$ cat config.mk
export PLATFORM = sky130hd
export DESIGN_NAME = serial_lsb_comp
export DESIGN_NICKNAME = d
export VERILOG_FILES = /design/src/rtl/serial_lsb_comp.sv
export SDC_FILE = /design/constraint.sdc
export NUM_CORES = 1
export LEC_CHECK = 0
export ABC_AREA = 1
export BUFFER_PORTS_ARGS = -buffer_cell sky130_fd_sc_hd__buf_4
export CORE_MARGIN = 3
export CORE_UTILIZATION = 40
export CTS_CLUSTER_DIAMETER = 30
export CTS_CLUSTER_SIZE = 12
export DETAILED_ROUTE_END_ITERATION = 8
export PLACE_DENSITY = 0.7
export SETUP_SLACK_MARGIN = 0.1
export SYNTH_ARGS = -nofsm -noshare
export SYNTH_HDL_FRONTEND = slang
export SYNTH_SLANG_ARGS = --single-unit
$ cat constraint.sdc
create_clock -name clk -period 1.9 [get_ports clk]
set_clock_uncertainty 0.2 [all_clocks]
set_input_delay 0.38 -clock clk [delete_from_list [all_inputs] [get_ports clk]]
set_output_delay 0.38 -clock clk [all_outputs]
set_load 0.02 [all_outputs]
$ cat src/rtl/serial_lsb_comp.sv
// serial_lsb_comp: bit-serial unsigned magnitude comparator, LSB first.
// Operands are captured on start, then one bit pair is examined per clock.
// A differing bit pair overwrites the accumulated relation, so the last
// (most significant) differing bit decides the final gt/eq/lt result.
module serial_lsb_comp #(
    parameter int WIDTH = 8
) (
    input  logic             clk,
    input  logic             rst,
    input  logic             start,
    input  logic [WIDTH-1:0] a_in,
    input  logic [WIDTH-1:0] b_in,
    output logic             busy,
    output logic             done,
    output logic             gt,
    output logic             eq,
    output logic             lt
);

    localparam int CW = $clog2(WIDTH + 1);
    localparam logic [CW-1:0] LAST = CW'(WIDTH - 1);

    typedef enum logic [1:0] {
        IDLE,
        SHIFT,
        DONE
    } state_t;

    state_t          state;
    logic [WIDTH-1:0] sa;
    logic [WIDTH-1:0] sb;
    logic [CW-1:0]   cnt;
    logic            rg;
    logic            re;
    logic            rl;
    logic            ng;
    logic            ne;
    logic            nl;

    // Relation after folding in the current bit pair; equal bits keep it.
    always_comb begin
        ng = rg;
        ne = re;
        nl = rl;
        if (sa[0] && !sb[0]) begin
            ng = 1'b1;
            ne = 1'b0;
            nl = 1'b0;
        end else if (!sa[0] && sb[0]) begin
            ng = 1'b0;
            ne = 1'b0;
            nl = 1'b1;
        end
    end

    // Control FSM with registered busy/done and result registers.
    always_ff @(posedge clk or posedge rst) begin
        if (rst) begin
            state <= IDLE;
            sa    <= '0;
            sb    <= '0;
            cnt   <= '0;
            rg    <= 1'b0;
            re    <= 1'b0;
            rl    <= 1'b0;
            busy  <= 1'b0;
            done  <= 1'b0;
            gt    <= 1'b0;
            eq    <= 1'b0;
            lt    <= 1'b0;
        end else begin
            case (state)
                IDLE: begin
                    done <= 1'b0;
                    if (start) begin
                        sa    <= a_in;
                        sb    <= b_in;
                        cnt   <= '0;
                        rg    <= 1'b0;
                        re    <= 1'b1;
                        rl    <= 1'b0;
                        busy  <= 1'b1;
                        state <= SHIFT;
                    end
                end
                SHIFT: begin
                    rg  <= ng;
                    re  <= ne;
                    rl  <= nl;
                    sa  <= sa >> 1;
                    sb  <= sb >> 1;
                    cnt <= cnt + CW'(1);
                    // Final bit: publish the relation including this bit.
                    if (cnt == LAST) begin
                        gt    <= ng;
                        eq    <= ne;
                        lt    <= nl;
                        done  <= 1'b1;
                        state <= DONE;
                    end
                end
                DONE: begin
                    // Start is ignored here; always return to IDLE.
                    done  <= 1'b0;
                    busy  <= 1'b0;
                    state <= IDLE;
                end
                default: begin
                    done  <= 1'b0;
                    busy  <= 1'b0;
                    state <= IDLE;
                end
            endcase
        end
    end

endmodule

Word-level counts from Yosys, hierarchy flattened
Index checks and enable logic that the tools add are counted.
- memories kept: 0
- bits in writable memories: 0
- register bits: 30
- logic and storage cells: 51
- latch bits: 0
- output and inout bits: 5
- ROM bits: 0
- input port bits: 19
- equal/unequal tests: 4
- reductions and logical operators: 10
- multipliers: 0
- shift operators: 0
- add/sub/neg operators: 1
- divide/modulo/power cells: 0
- mux-type cells: 23
- magnitude comparators: 0
- bitwise operators: 1
- operators with widths (kind ; count):
    8-bit one-hot mux with 2 select lines ; 2
    8-bit 2-to-1 mux ; 2
    1-bit 2-to-1 mux ; 10
    1-bit one-hot mux with 2 select lines ; 4
    4-bit one-hot mux with 2 select lines ; 1
    2-bit AND reduction ; 4
    4-bit by 1-bit adder with 4-bit output (second input constant) ; 1
    4-bit by 3-bit equality test with 1-bit output (second input constant) ; 1
    2-bit 2-to-1 mux ; 2
    4-bit 2-to-1 mux ; 1
    2-bit != test (second input constant) ; 2
    2-bit one-hot mux with 2 select lines ; 1
    2-bit by 1-bit equality test with 1-bit output (second input constant) ; 1
    1-bit logical AND ; 2
    1-bit logical NOT ; 2
    2-bit logical NOT ; 1
    2-bit nonzero test ; 1
    1-bit inverter ; 1

Logic depth before layout (Yosys ltp)
Gate-level depths: netlist of the first run.
- word-level depth: 5
- gate-level depth with buffers: 6
- depth with buffers taken out: 6

Worst setup path before layout of the first run
Ideal clock, no wire load.
- path type: register to register
- from: reg cnt[0]
- to: reg lt
- path buffers: 0
- slack: 0.569 ns
- required time: 1.584 ns
- library setup time: 0.116 ns
- period minus slack after synthesis: 1.331 ns
- data arrival time: 1.014 ns
- stages on the path, launching flop included: 7
- path through: dfrtp_1 ha_1 nand3_1 inv_1 nand2_1 nand2_1 nand2_1
- cells in the longest elaborated chain, start to end: 2
- ends and longest elaborated chain (what ; line ; RTL):
    from (decl) ; 32 ; logic [CW-1:0] cnt;
    from (signal assigned) ; 92 ; cnt <= cnt + CW'(1);
    4-bit by 3-bit equality test with 1-bit output ; 94 ; if (cnt == LAST) begin
    2-bit AND reduction (no line) ; n/a ;
    to (signal assigned) ; 97 ; lt <= nl;
    to (decl) ; 17 ; output logic lt
No other way between the ends.
A chain may end at the register's enable or synchronous reset.

Worst setup path in the final report of the first run
Ends and elaborated chain as after synthesis.

==> impl_summary.txt, run 1 <==
----------------------------------------------------
[Synthesis]
  Cells taking the most area after synthesis ... sky130_fd_sc_hd__dfrtp_1 54%, sky130_fd_sc_hd__nand2_1 16%, sky130_fd_sc_hd__nand3_1 14%
  Post-synth design cell area ... 1390 um2
  Number of synthesized register bits ... 30
  Synthesized netlist cell count ... about 160
  Proportion of netlist area held by the largest area contributor ... 0.541
  Most instantiated flip-flop cell in the synthesis netlist ... sky130_fd_sc_hd__dfrtp_1
  Cell with the most instances after synthesis ... sky130_fd_sc_hd__nand2_1
  Number of distinct library cells after synthesis ... 19
  Avg Synthesized Cell Area ... 8.62 um2
  Ranking of synthesized cells by instance count ... 58 x sky130_fd_sc_hd__nand2_1, 39 x sky130_fd_sc_hd__nand3_1, 30 x sky130_fd_sc_hd__dfrtp_1, 7 x sky130_fd_sc_hd__inv_1
  Synth async-reset ratio ... 1.00
  Number of flops mapped to enable cells by yosys ... 0
  Most area-hungry cell type in the Yosys netlist ... sky130_fd_sc_hd__dfrtp_1
  Synth Net Count ... 181
  Fraction of the yosys area taken by sequential cells ... 0.541
  Syn. warnings ... 0

[Clocking]
  Source-to-sink clock delay at the later pin of the worst-skew pair ... 0.33 ns
  Number of clock sinks ... 30
  Clock transition at the registers of the reported paths ... 0.10 ns
  Number of instances resized during post-cts repair ... 0
  TritonCTS clock tree ... yes
  Level count of the clock H-tree ... 2
  Maximum clock path buffer count ... 2
  CTS root buffer ... sky130_fd_sc_hd__clkbuf_4
  TritonCTS Buffers ... 5
  Post-CTS setup repair buffer count ... 0

[STA]
  Setup-violating endpoint count in the final report ... 0
  Number of hold violations in the final report ... 0
  Setup WS post-layout ... 0.402 ns
  Final period utilization ... 0.789
  Setup TNS ... 0 ns
  Final Max Tran Viols ... 0
  Max_slew headroom ... 0.746
  Time the final worst path needs with I/O delays and setup ... 1.50 ns
  Actual transition at the worst max-transition pin ... 0.380 ns
  WHS ... 0.0455 ns
  RSZ-0062 raised after global routing ... false
  Max Clock Freq ... 667 MHz

[Global routing]
  Global-route wire length before repair ... between 4000 and 5000 um
  Aggregate global-route resource usage ... 0.150
  Number of global-route vias before repair ... about 1100
  Largest net degree at the start of global routing ... 31
  GRT Residual Overflow ... 0
  Initial antenna violation count ... 0

[Worst setup path]
  Element type at the critical path start ... flip-flop
  Cell with the most instances on the worst path ... sky130_fd_sc_hd__nand2_1
  Data arrival time of the critical path ... 1.53 ns
  Cells traversed along the worst timing path ... ha_1 -> nand3_1 -> inv_1 -> nand2_1 -> nand2_1 -> nand2_1
  Kind of end point of the critical path ... flip-flop
  Cell type of the slowest stage on the worst timing path ... sky130_fd_sc_hd__dfrtp_1
  Data required time at the worst endpoint ... 1.93 ns
  Critical path fanouts, max ... 5
  Delay-heaviest family, CP ... flip-flops
  Bufs and invs on worst path ... 1
  Crit Path Class ... flip-flop to flip-flop
  Highest cell delay on the worst timing path ... 0.47 ns

[Drt]
  Number of vias per cell ... 4.92
  Post-detailed-route DRC marker count ... 0
  Average routed wire per standard cell ... ~12 um
  Total via count after detailed routing ... approximately 1100
  Antenna-violating nets left ... 0
  Overall routed net length ... 2760 um
  First-pass iteration count of the detailed router ... 4
  DR iter-0 viols ... 44

[Outcome]
  Outcome ... finished clean

[Pwr]
  Leakage Power ... 0.000837 uW
  Clock network fraction of design power ... 0.168
  Cell area power density ... approximately 1500 nW/um2
  Pint ... 1420 uW
  Switching power summed over all nets ... 980 uW
  Proportion of total power due to net switching ... 0.408
  Relative contribution of sequential cells to total power ... 0.449
  Maximum VDD drop ... 0.000694 V
  Combinational share of power ... 0.383

[Floorplan]
  Die boundary height ... ~65 um
  Number of cell rows ... 20
  I/O pin count ... 24
  Placeable core region ... 3180 um2
  Effective utilization at floorplan ... 0.437
  Area of the die ... between 4000 and 5000 um2
  Horizontal die dimension ... about 65 um

[Cells and area]
  Diode count ... 0
  Net count reported at finish ... 207
  Filler cells ... approximately 320
  Fraction of final layout cells with drive strength greater than 1 ... 0.213
  Layout overhead on the synthesized area ... 17.8%

[Placement]
  Detailed placer's ending HPWL ... 1850 um
  DP Worst Slack ... 0.416 ns
  Buffers on Ports ... 23
  GP Congestion ... just under 0.8

[Job]
  Count of max-cap constraint violations ... 0

[Worst hold path]
  Hold Path Class ... input pin to flip-flop

----------------------------------------------------
power groups by stage:
stage	Combinational (uW)	Clock, uW	Sequential (uW)
final	921	402	1080
after global routing	1040	462	1120
after CTS	928	419	1080
after detailed placement	924	0	1090
after global placement	886	0	1080
after floorplan	729	0	1110
timing repair:
item | in CTS | in global routing
endpoints found under the hold margin | 30 | 0
setup endpoints to repair | 0 | 0
hold buffers | 1 | 0
state kept, by name (all words and copies together) (netlist names):
| name | count |
|---|---|
| rl | 1 |
| done | 1 |
| busy | 1 |
| re | 1 |
| rg | 1 |
| gt | 1 |
| state | 2 |
| lt | 1 |
| cnt | 4 |
| eq | 1 |
| sa | 8 |
| sb | 8 |
worst reg2reg max path: stages, from the launching register on:
cell,delay (ns)
sky130_fd_sc_hd__dfrtp_1,0.47
sky130_fd_sc_hd__ha_1,0.23
sky130_fd_sc_hd__nand3_1,0.16
sky130_fd_sc_hd__inv_1,0.13
sky130_fd_sc_hd__nand2_1,0.09
sky130_fd_sc_hd__nand2_1,0.07
sky130_fd_sc_hd__nand2_1,0.05
kinds of logic (layout without fill, tap and decap cells):
group	Yosys count	after routing	share of synthesized area
xor gates and xnor gates	1	1	0.00631
and+or+nand+nor	108	108	0.349
AOI/OAI and AO/OA	5	5	0.0207
buffers and inverters	16	43	0.0739
DFF	30	30	0.541
adders and majority gates	1	1	0.00902
final timing paths:
kind | startpoint | to | slack, ns | cells past startpoint
max reg2reg | cnt[0] | lt | 0.40 | 6
max | cnt[0] | lt | 0.40 | 6
max in group asynchronous | rst | sa[5] | 0.75 | 4
min reg2reg | gt | gt | 0.28 | 2
min | a_in[7] | sa[7] | 0.05 | 3
min in group asynchronous | rst | done | 0.46 | 4
metal layers:
metal | share of wire | wire, um | GRT usage | vias up
li1 | - | - | - | 568
met1 | 0.48 | 1320 | 0.191 | 531
met2 | 0.45 | 1250 | 0.226 | 38
met3 | 0.064 | 176 | 0.0641 | 5
met4 | 0.0087 | 24 | 0.0554 | 0
met5 | 0 | 0 | 0 | -
final cells by class:
cell class / count / area, um2 / share of cell area
sequential: 30 / 751 / 0.459
clock inverter: 1 / 5.00 / 0.00306
tap: 44 / 55.1 / 0.0337
timing repair buffer: 26 / 198 / 0.121
multi-input combinational: 115 / 534 / 0.327
clock buffer: 7 / 55.1 / 0.0337
inverter: 9 / 36.3 / 0.0222
layout by cell type (no fill, tap or decap):
| cell | instances |
|---|---|
| sky130_fd_sc_hd__ha_1 | 1 |
| sky130_fd_sc_hd__xnor2_1 | 1 |
| sky130_fd_sc_hd__nand2_1 | 58 |
| sky130_fd_sc_hd__inv_2 | 1 |
| sky130_fd_sc_hd__inv_1 | 7 |
| sky130_fd_sc_hd__nand4_1 | 1 |
| sky130_fd_sc_hd__dfrtp_1 | 30 |
| sky130_fd_sc_hd__nor2_1 | 5 |
| sky130_fd_sc_hd__inv_4 | 1 |
| sky130_fd_sc_hd__nand2_2 | 1 |
| sky130_fd_sc_hd__a21oi_1 | 2 |
| sky130_fd_sc_hd__o21ai_1 | 2 |
| sky130_fd_sc_hd__buf_4 | 25 |
| sky130_fd_sc_hd__nand3_1 | 39 |
| sky130_fd_sc_hd__dlygate4sd3_1 | 1 |
| sky130_fd_sc_hd__nand2_4 | 1 |
| sky130_fd_sc_hd__clkbuf_8 | 1 |
| sky130_fd_sc_hd__clkinv_2 | 1 |
| sky130_fd_sc_hd__clkbuf_1 | 1 |
| sky130_fd_sc_hd__a21oi_2 | 1 |
| sky130_fd_sc_hd__clkbuf_4 | 5 |
| sky130_fd_sc_hd__nor2_2 | 1 |
| sky130_fd_sc_hd__nor2_4 | 2 |
metrics by stage:
step / util / area (um2) / cells / total power, uW
floorplan: - / 1390 / 161 / 1840
global placement: 0.492 / 1560 / 223 / 1970
detailed placement: 0.492 / 1560 / 223 / 2010
CTS: 0.514 / 1630 / 232 / 2430
global route: 0.514 / 1630 / 232 / 2620
finish: 0.514 / 1630 / 232 / 2400
No activity file was read; power rests on OpenSTA's default activity.
==> run 2: changes to the inputs <==
- clock period: 1.9 -> 1.4 ns (I/O delays scaled with it)
==> run 2 against run 1 <==
  * Non-clock buffer count up 30
  * Flip-flop and latch count unchanged
  * First-iteration DRC count rose by 130%
  * Setup slack lost 0.35 ns
  * Count of clock-buffer cells in the layout is the same
  * Largest cell class unchanged
  * Core utilization increased by 10 points
  * Final area increased by 20%
  * Via count rose by 12%
  * Largest power group is now combinational cells
  * Sequential share of layout area fell by 7.7 points
  * Routed wire length grew 12%
  * Sequential power increased by 36%
==> impl_summary.txt, run 2 (synthesis gave the netlist of run 1 again) <==
----------------------------------------------------
[Outcome]
  Outcome ... finished clean

[STA]
  RSZ-0062 raised after global routing ... true
  Number of hold violations in the final report ... 0 (unchanged)
  Final Max Tran Viols ... 0 (unchanged)
  Max Clock Freq ... between 700 and 800 MHz
  Max_slew headroom ... 0.752 (+0.00666)
  Actual transition at the worst max-transition pin ... 0.371 ns (-0.00908 ns)
  Setup TNS ... 0 ns (unchanged)
  Setup-violating endpoint count in the final report ... 0 (unchanged)
  Final period utilization ... 0.966
  Time the final worst path needs with I/O delays and setup ... around 1.4 ns
  WHS ... 0.0745 ns (+0.0291 ns)

[Clocking]
  Clock transition at the registers of the reported paths ... 0.08 ns (-0.02 ns)
  TritonCTS Buffers ... 5 (unchanged)
  Number of clock sinks ... 30 (unchanged)
  Level count of the clock H-tree ... 2 (unchanged)
  CTS root buffer ... sky130_fd_sc_hd__clkbuf_4
  Maximum clock path buffer count ... 2 (unchanged)
  TritonCTS clock tree ... yes
  Source-to-sink clock delay at the later pin of the worst-skew pair ... 0.33 ns (about the same)

[Worst setup path]
  FF-to-FF End ... state[0]
  Delay-heaviest family, CP ... flip-flops
  Element type at the critical path start ... flip-flop
  Data arrival time of the critical path ... 0.87 ns (-0.66 ns)
  Count of cells along the worst register-to-register path ... 6 (unchanged)
  Critical path fanouts, max ... 2 (-3)
  Highest cell delay on the worst timing path ... 0.41 ns (-0.06 ns)
  Setup slack, reg-to-reg ... 0.14 ns (-0.26 ns)
  Start of the worst register-to-register path ... state[1]
  Bufs and invs on worst path ... 1 (unchanged)
  Kind of end point of the critical path ... output port
  Crit Path Class ... flip-flop to output port
  Cells traversed along the worst timing path ... buf_6
  Data required time at the worst endpoint ... 0.92 ns (-1.01 ns)
  Cell type of the slowest stage on the worst timing path ... sky130_fd_sc_hd__dfrtp_1

[Placement]
  GP Congestion ... 0.810 (+3.4%)
  Instance count after placement with tap cells included ... 228 (+2.2%)
  Buffers on Ports ... 23 (unchanged)
  Cell area reported after detailed placement ... 1650 um2 (+5.3%)
  Detailed placer's ending HPWL ... 2060 um (+12%)

[Global routing]
  Global-route wire length before repair ... 5600 um (+17%)
  Aggregate global-route resource usage ... 0.175 (+0.0244)
  Largest net degree at the start of global routing ... 31 (unchanged)
  GRT Residual Overflow ... 0 (unchanged)
  Number of global-route vias before repair ... 1298 (+22%)
  Initial antenna violation count ... 0 (unchanged)

[Cells and area]
  Filler cells ... 278 (-13%)
  Finished layout cell area ... 1970 um2 (+20%)
  Diode count ... 0 (unchanged)
  Most frequent cells in the layout ... 57 x sky130_fd_sc_hd__nand2_1, 38 x sky130_fd_sc_hd__nand3_1, 31 x sky130_fd_sc_hd__buf_4
  Most common cell after layout, fill and taps aside ... sky130_fd_sc_hd__nand2_1
  Net count reported at finish ... 237 (+14%)
  Largest registers ranked by flip-flop count ... sa x8, sb x8, cnt x4
  Final cell count without fillers ... 261 (+13%)
  Layout overhead on the synthesized area ... 41.7%
  Fraction of final layout cells with drive strength greater than 1 ... 0.263 (+0.0499)

[Worst hold path]
  Hold Path Class ... input pin to flip-flop
  Hold endpoint ... cnt[1]
  Startpoint of the most critical hold path ... start
  Hold Path Stages ... 4 (+1)

[Floorplan]
  Placeable core region ... 3180 um2 (unchanged)
  Die boundary height ... 64.9 um (unchanged)
  Number of cell rows ... 20 (unchanged)
  Area of the die ... 4210 um2 (unchanged)
  Effective utilization at floorplan ... 0.437 (unchanged)
  I/O pin count ... 24 (unchanged)
  Horizontal die dimension ... 64.9 um (unchanged)

[Drt]
  Post-detailed-route DRC marker count ... 0 (unchanged)
  Overall routed net length ... 3100 um (+12%)
  Antenna-violating nets left ... 0 (unchanged)
  DR iter-0 viols ... 102 (+130%)
  First-pass iteration count of the detailed router ... 4 (unchanged)
  Average routed wire per standard cell ... 11.9 um (-0.14%)
  Number of vias per cell ... 4.89 (-0.68%)
  Total via count after detailed routing ... 1276 (+12%)

[Pwr]
  Maximum VDD drop ... 0.000992 V (+43%)
  Leakage Power ... 0.000979 uW (+17%)
  Cell area power density ... 1880 nW/um2 (+28%)

[Job]
  Count of max-cap constraint violations ... 0 (unchanged)

----------------------------------------------------
run 2: cell count changes in the layout (fill, tap and decap cells not counted), sizes merged:
cell / change
clkinv: -1
buf: +14
dlygate4sd3: +16
run 2: worst register-to-register path, delay by kind of cell, from the launching register on:
| family | cells | cell delay [ns] |
|---|---|---|
| AOI/OAI and AO/OA | 1 | 0.08 |
| and+or+nand+nor | 2 | 0.21 |
| buffers and inverters | 3 | 0.31 |
| DFF | 1 | 0.38 |
run 2: how the worst max path moves through the flow:
stage	slack [ns]	endpoint	from	cells past startpoint
floorplan	0.11	lt	cnt[0]	6
CTS	0.04	busy	busy	1
global route	0.009	busy	busy	1
detailed placement	0.09	lt	cnt[1]	6
finish	0.05	busy	busy	1
global placement	0.13	lt	cnt[1]	6
run 2: area by class of cell:
| class | count | area (um2) | area share |
|---|---|---|---|
| sequential | 30 | 752 | 0.382 |
| multi-input combinational | 115 | 557 | 0.283 |
| timing repair buffer | 56 | 519 | 0.264 |
| tap | 44 | 55.1 | 0.0280 |
| clock buffer | 7 | 45.0 | 0.0229 |
| inverter | 9 | 38.8 | 0.0197 |
run 2: report_power, final:
part,switching [uW],total [uW],internal (uW)
Sequential,247,1470,1220
Clock,283,472,189
Combinational,916,1770,853
run 2: through the flow:
stage / util / worst slack (ns) / total power [uW]
after floorplan: - / 0.114 / 2510
after global placement: 0.518 / 0.131 / 2900
after detailed placement: 0.518 / 0.0943 / 2970
after CTS: 0.605 / 0.0363 / 3630
after global routing: 0.619 / 0.00851 / 4010
final: 0.619 / 0.0482 / 3710
run 2: routing by layer:
layer	share of wire	track usage	vias up	wire, um
met3	0.051	0.0416	4	158
met5	0	0	-	0
met4	0.012	0.0871	0	38
li1	-	-	632	-
met1	0.43	0.200	603	1330
met2	0.51	0.301	37	1580
run 2: what timing repair did:
item | 4_1_cts | 5_1_grt
setup endpoints to repair | 9 | 11
gates resized for setup | 6 | 4
setup buffers | 5 | 4
pin swaps | 0 | 2
hold buffers | 17 | 0
hold endpoints to repair | 46 | 0
==> run 3: changes to the inputs <==
- ABC_AREA: 1 -> not set
- HOLD_SLACK_MARGIN: not set -> 0.15
==> run 3 against run 2 <==
  * Flip-flop and latch count unchanged
  * Synthesized cell count decreased by 8.7%
  * Die area increased by 5.5%
  * Global-route usage increased by 1.4 points
  * Final cell count unchanged
  * Critical path type is now flip-flop to flip-flop
  * Clock power increased by 51%
  * Sequential share of layout area decreased by 6.6 points
  * Maximum frequency decreased by 11%
  * Largest power group unchanged
  * Setup slack got worse by 0.17 ns
  * Count of clock-buffer cells in the layout unchanged
  * Total power increased by 33%
  * Area after synthesis increased by 6.0%
  * The flow now finishes with violations (negative setup slack)
==> impl_summary.txt, run 3 <==
----------------------------------------------------
[Outcome]
  Violations in the final reports ... negative setup slack
  Outcome ... finished, violations left

[Cells and area]
  Final cell count without fillers ... 261 (unchanged)
  Net count reported at finish ... 234 (-1.3%)
  Largest registers ranked by flip-flop count ... sa x8, sb x8, cnt x4
  Register area ... 752 um2 (unchanged)
  Most common cell after layout, fill and taps aside ... sky130_fd_sc_hd__buf_4
  Filler cells ... 259 (-6.8%)
  Most frequent cells in the layout ... 39 x sky130_fd_sc_hd__buf_4, 29 x sky130_fd_sc_hd__dfrtp_1, 16 x sky130_fd_sc_hd__o21ai_1
  Fraction of final layout cells with drive strength greater than 1 ... 0.447 (+0.184)
  Utilization after layout ... 0.692 (+0.0729)
  Layout overhead on the synthesized area ... 61.8%
  Multi-input gate area ... 792 um2 (+42%)
  Diode count ... 0 (unchanged)

[Global routing]
  Aggregate global-route resource usage ... 0.188 (+0.0137)
  Global-route wire length before repair ... 6240 um (+11%)
  GRT Residual Overflow ... 0 (unchanged)
  Number of global-route vias before repair ... 1362 (+4.9%)
  Initial antenna violation count ... 0 (unchanged)
  Largest net degree at the start of global routing ... 31 (unchanged)

[Floorplan]
  Die boundary height ... 66.7 um (+2.7%)
  Area of the die ... 4440 um2 (+5.5%)
  Effective utilization at floorplan ... 0.427 (-0.00913)
  Horizontal die dimension ... 66.7 um (+2.7%)
  Number of cell rows ... 21 (+5.0%)
  I/O pin count ... 24 (unchanged)
  Placeable core region ... 3440 um2 (+8.3%)

[Drt]
  DR iter-0 viols ... 59 (-42%)
  First-pass iteration count of the detailed router ... 4 (unchanged)
  Total via count after detailed routing ... 1354 (+6.1%)
  Antenna-violating nets left ... 0 (unchanged)
  Post-detailed-route DRC marker count ... 0 (unchanged)
  Overall routed net length ... 3890 um (+25%)
  Average routed wire per standard cell ... 14.9 um (+25%)
  Number of vias per cell ... 5.19 (+6.1%)

[Clocking]
  TritonCTS clock tree ... yes
  Maximum clock path buffer count ... 2 (unchanged)
  Source-to-sink clock delay at the later pin of the worst-skew pair ... 0.28 ns (-0.05 ns)
  Number of clock sinks ... 30 (unchanged)
  TritonCTS Buffers ... 5 (unchanged)
  CTS root buffer ... sky130_fd_sc_hd__clkbuf_8
  Level count of the clock H-tree ... 2 (unchanged)
  Clock transition at the registers of the reported paths ... 0.06 ns (-0.02 ns)

[Worst setup path]
  Setup slack, reg-to-reg ... -0.12 ns (-0.26 ns)
  Start of the worst register-to-register path ... state[1]
  Data required time at the worst endpoint ... 1.37 ns (+0.45 ns)
  Element type at the critical path start ... flip-flop
  Critical path fanouts, max ... 4 (+2)
  Kind of end point of the critical path ... flip-flop
  Crit Path Class ... flip-flop to flip-flop
  Data arrival time of the critical path ... 1.49 ns (+0.62 ns)
  Launch point of the worst path ... state[1]

[Synthesis]
  Synth async-reset ratio ... 1.00 (unchanged)
  Fraction of the yosys area taken by sequential cells ... 0.510 (-0.0308)
  Number of synthesized register bits ... 30 (unchanged)
  Cells taking the most area after synthesis ... sky130_fd_sc_hd__dfrtp_1 51%, sky130_fd_sc_hd__o21ai_0 6.1%, sky130_fd_sc_hd__a22oi_1 5.1%
  Proportion of netlist area held by the largest area contributor ... 0.510 (-0.0308)
  Ranking of synthesized cells by instance count ... 30 x sky130_fd_sc_hd__dfrtp_1, 18 x sky130_fd_sc_hd__o21ai_0, 14 x sky130_fd_sc_hd__a21oi_1, 13 x sky130_fd_sc_hd__nand2_1
  Most instantiated flip-flop cell in the synthesis netlist ... sky130_fd_sc_hd__dfrtp_1
  Syn. warnings ... 0 (unchanged)
  Number of distinct library cells after synthesis ... 30 (+11)
  Post-synth design cell area ... 1470 um2 (+6.0%)
  Number of flops mapped to enable cells by yosys ... 0 (unchanged)
  Cell with the most instances after synthesis ... sky130_fd_sc_hd__dfrtp_1
  Synth Net Count ... 167 (-7.7%)
  Most area-hungry cell type in the Yosys netlist ... sky130_fd_sc_hd__dfrtp_1
  Synthesized netlist cell count ... 147 (-8.7%)
  Avg Synthesized Cell Area ... 10.0 um2 (+16%)

[Pwr]
  Cell area power density ... 2070 nW/um2 (+9.8%)
  Maximum VDD drop ... 0.000823 V (-17%)
  Leakage Power ... 0.00107 uW (+9.6%)

[STA]
  RSZ-0062 raised after global routing ... true
  Setup-violating endpoint count in the final report ... 17 (+17)
  Setup WS post-layout ... -0.118 ns (-0.166 ns)
  Time the final worst path needs with I/O delays and setup ... 1.52 ns (+0.166 ns)
  Final Max Tran Viols ... 0 (unchanged)
  Max_slew headroom ... 0.744 (-0.00823)
  Max Clock Freq ... 659 MHz (-11%)
  Actual transition at the worst max-transition pin ... 0.384 ns (+0.0123 ns)
  Final period utilization ... 1.08 (+0.119)
  Number of hold violations in the final report ... 0 (unchanged)

[Placement]
  Detailed placer's ending HPWL ... 2390 um (+16%)
  Instance count after placement with tap cells included ... 229 (+0.44%)
  GP Congestion ... 0.853 (+5.4%)
  Buffers on Ports ... 23 (unchanged)

[Worst hold path]
  Startpoint of the most critical hold path ... a_in[6]
  Hold Path Class ... input pin to flip-flop

[Job]
  Count of max-cap constraint violations ... 0 (unchanged)

----------------------------------------------------
## run 3: timing repair
| item | CTS | global route |
|---|---|---|
| resized for setup | 27 | 43 |
| cloned | 1 | 1 |
| buffers inserted | 7 | 3 |
| setup endpoints to repair | 30 | 34 |
| endpoints found under the hold margin | 42 | 0 |
| hold buffers | 13 | 0 |
| pin swaps | 7 | 9 |
## run 3: kinds of logic (layout without fill, tap and decap cells)
family	count (synthesis)	in the layout	share of synthesized area
xor+xnor	1	1	0.00595
mux	4	4	0.0289
flops	30	30	0.510
compound gates	53	53	0.220
fa+ha+maj	3	3	0.0238
simple gates	42	42	0.165
buf+inv	14	82	0.0459
## run 3: final timing paths
check | endpoint | cells past startpoint
max in group asynchronous | state[0] | 4
setup / recovery | gt | 3
hold reg to reg | sa[2] | 2
setup reg to reg | gt | 3
hold / removal | sa[6] | 4
min in group asynchronous | cnt[2] | 4
## run 3: metal layers
metal / GRT usage / vias to the layer above / share of wire / wire length, um
met2: 0.317 / 25 / 0.53 / 2050
met3: 0.0573 / 8 / 0.030 / 118
met5: 0 / - / 0 / 0
met4: 0.0609 / 0 / 0.018 / 72
met1: 0.228 / 662 / 0.42 / 1650
li1: - / 659 / - / -
## run 3: critical path: stages, from the launching register on
cell and delay, ns:
sky130_fd_sc_hd__dfrtp_1 0.43, sky130_fd_sc_hd__nand2b_4 0.18, sky130_fd_sc_hd__nor3_4 0.27, sky130_fd_sc_hd__mux2_4 0.33
## run 3: metrics by stage
| step | hold slack (ns) | instance area, um2 | setup WS [ns] | TNS, ns | power, uW |
|---|---|---|---|---|---|
| after floorplan | 0.171 | 1480 | -0.0704 | -0.141 | 2650 |
| after global placement | 0.181 | 1830 | -0.0478 | -0.0943 | 3330 |
| after detailed placement | 0.189 | 1830 | -0.111 | -0.367 | 3440 |
| after CTS | 0.198 | 2210 | -0.105 | -0.840 | 4570 |
| after global routing | 0.200 | 2380 | -0.179 | -1.98 | 5270 |
| final | 0.199 | 2380 | -0.118 | -0.963 | 4930 |
## run 3: power breakdown
group          switching, uW  total, uW  internal [uW]  leakage [uW]
Clock                    319        714            396     0.0000482
Sequential               316       1550           1240      0.000385
Combinational           1180       2660           1480      0.000640
Total                   1810       4930           3120       0.00107
## run 3: cell type report
cell class	count	share of cell area
timing repair buffer	70	0.283
clock buffer	7	0.0363
sequential	30	0.316
inverter	4	0.00631
multi-input combinational	103	0.333
clock inverter	1	0.00210
tap	46	0.0242
